File: src/rtl/buffer_metrics_unit_if.sv
// buffer_metrics_unit_if: buffer snapshot inputs and metric outputs of the buffer metrics unit
interface buffer_metrics_unit_if;
  logic [17:0] buffer1_o;
  logic [17:0] buffer2_o;
  logic [17:0] buffer3_o;
  logic [17:0] buffer4_o;
  logic [2:0] L1;
  logic [2:0] L2;
  logic [2:0] L3;
  logic [2:0] L4;
  logic [5:0] RS;
  logic [5:0] LS;
  logic rel_mode;
  logic clk_out;
  logic tick;
  modport master (
    output buffer1_o, buffer2_o, buffer3_o, buffer4_o,
    input L1, L2, L3, L4, RS, LS, rel_mode, clk_out, tick
  );
  modport slave (
    input buffer1_o, buffer2_o, buffer3_o, buffer4_o,
    output L1, L2, L3, L4, RS, LS, rel_mode, clk_out, tick
  );
endinterface

File: src/rtl/buffer_metrics_unit.sv
// buffer_metrics_unit: per-buffer valid counts, reliability/latency scores, mode and slow scheduling tick
module buffer_metrics_unit #(
  parameter int DIV_HALF = 75000000
) (
  input logic clk,
  input logic rst,
  buffer_metrics_unit_if.slave bus
);
  localparam int CW = DIV_HALF > 1 ? $clog2(DIV_HALF) : 1;
  localparam logic [CW-1:0] LAST = CW'(DIV_HALF - 1);
  function automatic logic [2:0] pop6(input logic [17:0] b);
    logic [2:0] n;
    n = '0;
    for (int k = 0; k < 6; k++) n = n + 3'(b[3*k]);
    return n;
  endfunction
  logic [2:0] w_l1, w_l2, w_l3, w_l4;
  logic [5:0] w_rs, w_ls;
  logic w_wrap;
  logic [2:0] r_l1, r_l2, r_l3, r_l4;
  logic [5:0] r_rs, r_ls;
  logic r_rel_mode, r_clk_out, r_tick;
  logic [CW-1:0] r_cnt;
  always_comb begin
    w_l1 = pop6(bus.buffer1_o);
    w_l2 = pop6(bus.buffer2_o);
    w_l3 = pop6(bus.buffer3_o);
    w_l4 = pop6(bus.buffer4_o);
    w_rs = 6'(w_l1 + 2 * w_l2 + 3 * w_l3 + 4 * w_l4);
    w_ls = 6'(4 * w_l1 + 3 * w_l2 + 2 * w_l3 + w_l4);
    w_wrap = r_cnt == LAST;
  end
  always_ff @(posedge clk) begin
    if (rst) begin
      r_l1 <= '0;
      r_l2 <= '0;
      r_l3 <= '0;
      r_l4 <= '0;
      r_rs <= '0;
      r_ls <= '0;
      r_rel_mode <= 1'b0;
      r_clk_out <= 1'b0;
      r_tick <= 1'b0;
      r_cnt <= '0;
    end else begin
      r_l1 <= w_l1;
      r_l2 <= w_l2;
      r_l3 <= w_l3;
      r_l4 <= w_l4;
      r_rs <= w_rs;
      r_ls <= w_ls;
      r_rel_mode <= w_rs >= w_ls;
      r_cnt <= w_wrap ? '0 : r_cnt + 1'b1;
      r_clk_out <= r_clk_out ^ w_wrap;
      r_tick <= w_wrap & ~r_clk_out;
    end
  end
  assign bus.L1 = r_l1;
  assign bus.L2 = r_l2;
  assign bus.L3 = r_l3;
  assign bus.L4 = r_l4;
  assign bus.RS = r_rs;
  assign bus.LS = r_ls;
  assign bus.rel_mode = r_rel_mode;
  assign bus.clk_out = r_clk_out;
  assign bus.tick = r_tick;
endmodule

File: src/flat_wrapper.sv
// flat-port wrapper written by rule: the top's interface ports become plain ports
module buffer_metrics_unit_flat 
#(
  parameter int DIV_HALF = 75000000
)
  (clk, rst, bus_buffer1_o, bus_buffer2_o, bus_buffer3_o, bus_buffer4_o, bus_L1, bus_L2, bus_L3, bus_L4, bus_RS, bus_LS, bus_rel_mode, bus_clk_out, bus_tick);
  buffer_metrics_unit_if bus_i ();
  input logic clk;
  input logic rst;
  input wire logic [$bits(bus_i.buffer1_o)-1:0] bus_buffer1_o;
  input wire logic [$bits(bus_i.buffer2_o)-1:0] bus_buffer2_o;
  input wire logic [$bits(bus_i.buffer3_o)-1:0] bus_buffer3_o;
  input wire logic [$bits(bus_i.buffer4_o)-1:0] bus_buffer4_o;
  output wire logic [$bits(bus_i.L1)-1:0] bus_L1;
  output wire logic [$bits(bus_i.L2)-1:0] bus_L2;
  output wire logic [$bits(bus_i.L3)-1:0] bus_L3;
  output wire logic [$bits(bus_i.L4)-1:0] bus_L4;
  output wire logic [$bits(bus_i.RS)-1:0] bus_RS;
  output wire logic [$bits(bus_i.LS)-1:0] bus_LS;
  output wire logic [$bits(bus_i.rel_mode)-1:0] bus_rel_mode;
  output wire logic [$bits(bus_i.clk_out)-1:0] bus_clk_out;
  output wire logic [$bits(bus_i.tick)-1:0] bus_tick;
  assign bus_i.buffer1_o = bus_buffer1_o;
  assign bus_i.buffer2_o = bus_buffer2_o;
  assign bus_i.buffer3_o = bus_buffer3_o;
  assign bus_i.buffer4_o = bus_buffer4_o;
  assign bus_L1 = bus_i.L1;
  assign bus_L2 = bus_i.L2;
  assign bus_L3 = bus_i.L3;
  assign bus_L4 = bus_i.L4;
  assign bus_RS = bus_i.RS;
  assign bus_LS = bus_i.LS;
  assign bus_rel_mode = bus_i.rel_mode;
  assign bus_clk_out = bus_i.clk_out;
  assign bus_tick = bus_i.tick;
  buffer_metrics_unit #(.DIV_HALF(DIV_HALF)) u_core (.clk(clk), .rst(rst), .bus(bus_i));
endmodule
File: config.mk
export PLATFORM = sky130hd
export DESIGN_NAME = buffer_metrics_unit_flat
export DESIGN_NICKNAME = d
export VERILOG_FILES = /design/src/rtl/buffer_metrics_unit_if.sv /design/src/rtl/buffer_metrics_unit.sv /design/src/flat_wrapper.sv
export SDC_FILE = /design/constraint.sdc
export NUM_CORES = 1
export LEC_CHECK = 0
export CAP_MARGIN = 20
export CORE_UTILIZATION = 42
export DETAILED_ROUTE_END_ITERATION = 10
export GPL_TIMING_DRIVEN = 1
export HOLD_SLACK_MARGIN = 0.02
export PLACE_DENSITY = 0.77
export SKIP_CTS_REPAIR_TIMING = 1
export SLEW_MARGIN = 20
export SYNTH_ARGS = -nofsm -noshare
export SYNTH_HDL_FRONTEND = slang
export SYNTH_SLANG_ARGS = --single-unit
File: constraint.sdc
create_clock -name clk -period 5.8 [get_ports clk]
set_clock_uncertainty 0.15 [all_clocks]
set_input_delay 0.58 -clock clk [delete_from_list [all_inputs] [get_ports clk]]
set_output_delay 0.58 -clock clk [all_outputs]
set_load 0.02 [all_outputs]
-- Word-level counts from Yosys, hierarchy flattened
Index checks and enable logic that the tools add are counted.
- add/subtract/negate cells: 27
- multiply operators: 2
- divide/modulo/power cells: 0
- order comparisons: 1
- eq/ne operators: 1
- shift-type cells: 0
- mux-type cells: 0
- bitwise gates (word level): 3
- reduce and logical (&&, ||, !) cells: 1
- operators by type and width (cell ; number):
    $add 3x1->3 ; 16
    $add 27x1->27 const B ; 1
    $eq 27x27->1 const B ; 1
    $add 6x5->6 ; 2
    $mul 2x3->5 const A ; 2
    $add 1x1->2 ; 4
    $add 5x5->6 ; 1
    $add 6x3->6 ; 1
    $add 6x4->6 ; 1
    $ge 6x6->1 ; 1
    $add 3x4->5 ; 1
    $reduce_or 2->1 ; 1
    $and 1x1->1 ; 1
    $not 1->1 ; 1
    $xor 1x1->1 ; 1
- register bits: 54
- bits in latches: 0
- RAM bits: 0
- memory bits (read-only): 0
- input bits: 74
- output and inout bits: 27
- memories kept: 0

-- Longest topological paths before layout
- depth in word-level cells: 10
- mapped depth: 20
- mapped depth without buffers: 20

-- Worst setup path after synthesis
Ideal clock, no wire load.
- path type: input port to flip-flop
- from: input port bus_buffer1_o[0]
- to: register u_core.r_rel_mode, in the netlist u_core.bus.rel_mode
- arrival: 5.303 ns
- required time: 5.518 ns
- setup slack: 0.215 ns
- cell stages on the path: 20
- cell sequence: ha_1 -> inv_1 -> fa_1 -> fa_1 -> fa_1 -> inv_1 -> ha_1 -> fa_1 -> fa_1 -> inv_1 -> fa_1 -> inv_1 -> ha_1 -> inv_1 -> fa_1 -> xnor2_1 -> ha_1 -> a21o_1 -> a21oi_1 -> a21oi_1
- word-level cells in the longest chain between the ends: 9
- elaborated cells on any way between the ends: 12
- those cells by class: add/sub (11); order compare (1)
- RTL lines (item ; RTL line ; RTL):
    from (decl) ; flat_wrapper.sv:10 ; input wire logic [$bits(bus_i.buffer1_o)-1:0] bus_buffer1_o;
    $add 1x1->2 ; buffer_metrics_unit.sv:14 ; for (int k = 0; k < 6; k++) n = n + 3'(b[3*k]);
    $add 3x1->3 (4 in a row) ; buffer_metrics_unit.sv:14 ;
    net u_core.w_l1[1] ; buffer_metrics_unit.sv:17 ; logic [2:0] w_l1, w_l2, w_l3, w_l4;
    $add 3x4->5 ; buffer_metrics_unit.sv:29 ; w_rs = 6'(w_l1 + 2 * w_l2 + 3 * w_l3 + 4 * w_l4);
    $add 6x5->6 (2 in a row) ; buffer_metrics_unit.sv:29 ;
    net u_core.w_rs[4] ; buffer_metrics_unit.sv:18 ; logic [5:0] w_rs, w_ls;
    $ge 6x6->1 ; buffer_metrics_unit.sv:52 ; r_rel_mode <= w_rs >= w_ls;
    to (signal assigned) ; buffer_metrics_unit.sv:52 ;
    to (decl) ; buffer_metrics_unit.sv:22 ; logic r_rel_mode, r_clk_out, r_tick;
The timed path passes the listed nets, and every way through them passes these cells.
A chain may end at the register's enable or synchronous reset.

-- Worst setup path after layout
- from: input port bus_buffer1_o[3]
- to: register u_core.r_rel_mode, in the netlist u_core.bus.rel_mode
The elaborated chain is that of the path after synthesis.

==> impl_summary.txt <==
----------------------------------------------------
[Finish]
  Register Area ... around 1100 um2
  Commonest cells after routing, fill and taps aside ... 56 x sky130_fd_sc_hd__inv_1, 54 x sky130_fd_sc_hd__dfxtp_1, 52 x sky130_fd_sc_hd__nor2_1
  Nets@finish ... 507
  Core utilization of the finished layout ... between 50% and 60%
  Number of fillers in the final layout ... just under 600
  Number of antenna cells inserted ... 0
  Multi-input combinational cell area ... about 1700 um2
  Number of non-filler instances in the completed layout ... roughly 480
  Area added between synthesis and finish ... 28.1%
  Share of layout cells above drive strength 1 ... a little over an eighth
  Leading cell type in the layout, fill and taps excluded ... sky130_fd_sc_hd__inv_1

[Floorplanning]
  Vertical extent of the die ... about 90 um
  Full die area ... 7650 um2
  Starting Density ... roughly 44%
  Width of the die ... between 80 and 90 um
  Num ports ... ~100
  Placement Rows ... 30
  Core area ... ~7000 um2

[STA]
  Worst-margin pin slew ... 0.819 ns
  Final count of negative-setup-slack endpoints ... 0
  Min Clock Period, post-route ... about 5.6 ns
  Final number of max-transition violations ... 0
  Normalized max-slew margin ... between 40% and 50%
  Fraction of the cycle the final worst path needs ... 97.0%
  Number of hold violations in the final report ... 0
  F_max ... between 150 and 200 MHz
  Worst hold-check slack ... between 0.3 and 0.4 ns

[Synthesis]
  Fraction of registers with async set/reset ... 0%
  Biggest area contributors in the synthesized netlist ... sky130_fd_sc_hd__dfxtp_1 35%, sky130_fd_sc_hd__fa_1 18%, sky130_fd_sc_hd__ha_1 9.8%
  Post-synth EDFFs ... 0
  Dominant synthesized flop cell ... sky130_fd_sc_hd__dfxtp_1
  Area share of the leading cell type in the synthesized netlist ... a little over a third
  Syn_area_per_cell ... 9.74 um2
  Synthesized instance count ... approximately 320
  Mapped Area ... 3070 um2
  Part of the Yosys area used for sequential elements ... between 30% and 40%
  Net count after synthesis ... 440
  Number of synthesized register bits ... 54
  Synth Warn # ... 0
  Cell taking the most area after synthesis ... sky130_fd_sc_hd__dfxtp_1
  Unique cell type count in the Yosys netlist ... 30

[Power]
  Leakage power ... roughly 1.8 nW
  Clock power frac ... 12.4%
  Register share of total power ... 20.9%
  IR Drop Worst-Case VDD ... about 0.00042 V
  Combinational group share of total power ... 66.7%
  P_int ... 1.30 mW
  Ratio of total power to cell area ... 537 nW/um2
  Total power ... 2.11 mW
  Proportion of total power due to net switching ... between 30% and 40%
  Switching power ... roughly 810 uW

[Critical path]
  Crit path launch type ... input port
  Worst endpoint data arrival time ... 5.67 ns
  Critical Setup Path Class ... input port to flop
  Critical Path Sink Type ... flop
  Timing startpoint of the critical path ... bus_buffer1_o[3]
  Reg-to-reg startpoint ... u_core.r_cnt[0]
  Required time at the worst-slack endpoint ... about 5.8 ns
  Reg-to-reg setup timing slack ... about 3.6 ns
  Worst Path Max Fanout ... 2

[Clocking]
  Clk sink count ... 54
  Clock buffers created by TritonCTS ... 5
  Library cell used as clock root buffer ... sky130_fd_sc_hd__clkbuf_8
  Worst-skew pair later-pin latency ... 0.32 ns
  Worst-case clock buffer depth ... 2
  Maximum level of the CTS H-tree ... 2
  TritonCTS clock tree ... yes
  Clock transition at the register clock pins on the worst setup and hold paths after CTS ... roughly 0.10 ns

[Hold path]
  Worst min-delay path startpoint ... u_core.r_cnt[0]
  Path category of the worst min-delay check ... flop to flop

[Run status]
  Status ... complete, no violations

[Global route]
  Initial antenna violation count ... 0
  Number of global-route vias before repair ... around 2.3k
  First-pass GRT wire length ... around 9.4 mm
  Overflow left after global routing ... 0
  Total global routing track utilization ... 16.0%
  Largest net degree at the start of global routing ... 31

[Route]
  First drt pass iteration count ... 4
  Total number of vias ... 2,186
  Drt drc ... 0
  DRC violation total after the first TritonRoute iteration ... 49
  Routed via count divided by cell count ... ~4.6
  Antenna-violating nets left ... 0
  Detailed-route wire length per cell ... around 12 um
  Wire length after detailed routing ... about 5.6 mm

[Place]
  Hpwl dp ... 4.32 mm
  Final GP Congestion ... a little under 0.8
  Number of buffers inserted by port buffering ... 52
  Placed cell count ... approximately 470

[Flow run]
  Total of max-cap violations ... 0

----------------------------------------------------
synth_stat cells, types with 2 or more instances:
master and n:
sky130_fd_sc_hd__inv_1 62, sky130_fd_sc_hd__dfxtp_1 54, sky130_fd_sc_hd__nor2_1 52, sky130_fd_sc_hd__fa_1 27
sky130_fd_sc_hd__ha_1 24, sky130_fd_sc_hd__xor2_1 20, sky130_fd_sc_hd__nand4_1 10, sky130_fd_sc_hd__nand3_1 9
sky130_fd_sc_hd__xnor2_1 9, sky130_fd_sc_hd__nor2b_1 8, sky130_fd_sc_hd__nand2_1 6, sky130_fd_sc_hd__a21oi_1 5
sky130_fd_sc_hd__and4_1 3, sky130_fd_sc_hd__buf_6 3, sky130_fd_sc_hd__clkbuf_1 3, sky130_fd_sc_hd__a21o_1 2
sky130_fd_sc_hd__and3_1 2, sky130_fd_sc_hd__nand2b_1 2, sky130_fd_sc_hd__nand3_2 2, sky130_fd_sc_hd__nor4_4 2
power by group through the flow:
stage / clock, mW / combinational [mW] / sequential [mW]
3_3_place_gp: 0 / 1.19 / 0.452
4_1_cts: 0.266 / 1.25 / 0.443
5_1_grt: 0.282 / 1.60 / 0.446
3_5_place_dp: 0 / 1.23 / 0.451
6_report: 0.261 / 1.41 / 0.442
2_1_floorplan: 0 / 0.733 / 0.510
final timing paths:
path,cells past startpoint,to
max reg2reg,5,u_core.r_cnt[10]
min reg2reg,1,u_core.r_cnt[0]
max,21,u_core.bus.rel_mode
min,1,u_core.r_cnt[0]
logic make-up (layout without fill, tap and decap cells):
kind of cell | Yosys count | count (layout) | share of synthesized area (%)
AND/OR/NAND/NOR | 103 | 103 | 18.0
buffers and inverters | 70 | 138 | 9.46
flip-flops | 54 | 54 | 35.2
adder cells (fa/ha/maj) | 51 | 51 | 27.4
XOR/XNOR | 29 | 29 | 8.28
AO/OA/AOI/OAI | 8 | 8 | 1.59
critical path, stage by stage:
cell	delay (ns)
sky130_fd_sc_hd__clkbuf_2	0.10
sky130_fd_sc_hd__ha_4	0.26
sky130_fd_sc_hd__inv_2	0.03
sky130_fd_sc_hd__fa_1	0.49
sky130_fd_sc_hd__fa_2	0.38
sky130_fd_sc_hd__fa_1	0.58
sky130_fd_sc_hd__inv_2	0.06
sky130_fd_sc_hd__ha_4	0.16
sky130_fd_sc_hd__fa_1	0.51
sky130_fd_sc_hd__fa_1	0.54
sky130_fd_sc_hd__inv_1	0.05
sky130_fd_sc_hd__fa_1	0.42
sky130_fd_sc_hd__inv_1	0.07
sky130_fd_sc_hd__ha_2	0.18
sky130_fd_sc_hd__inv_2	0.04
sky130_fd_sc_hd__fa_2	0.36
sky130_fd_sc_hd__xnor2_2	0.15
sky130_fd_sc_hd__ha_1	0.32
sky130_fd_sc_hd__a21o_1	0.20
sky130_fd_sc_hd__a21oi_2	0.13
sky130_fd_sc_hd__a21oi_2	0.06
registers in the layout, indices dropped and copies added (netlist names):
name / count
u_core.r_cnt: 27
u_core.bus.LS: 6
u_core.bus.RS: 6
u_core.bus.L1: 3
u_core.bus.L2: 3
u_core.bus.L3: 3
u_core.bus.L4: 3
u_core.bus.clk_out: 1
u_core.bus.rel_mode: 1
u_core.bus.tick: 1
stage by stage:
stage,area (um2),setup WS (ns),setup TNS [ns]
6_report,3930,0.175,0
5_1_grt,3930,-0.00378,-0.00378
4_1_cts,3860,-0.158,-0.158
3_5_place_dp,3750,-0.487,-0.493
3_3_place_gp,3750,-0.421,-0.421
2_1_floorplan,3070,0.215,0
cell type report:
class	instances	area share [%]
Multi-Input combinational cell	191	44.5
Clock inverter	3	1.11
Sequential cell	54	27.5
Clock buffer	5	1.75
Inverter	62	5.92
Timing Repair Buffer	68	16.2
Tap cell	96	3.06
layer usage:
layer  global-route usage (%)  vias up  part of all wire [%]
met1                     17.3     1047                    41
met5                        0        -                     0
met4                     6.56        0                   1.9
met3                     3.41        9                   3.1
met2                     29.8       35                    54
li1                         -     1095                     -
(Power assumes the default switching activity.)
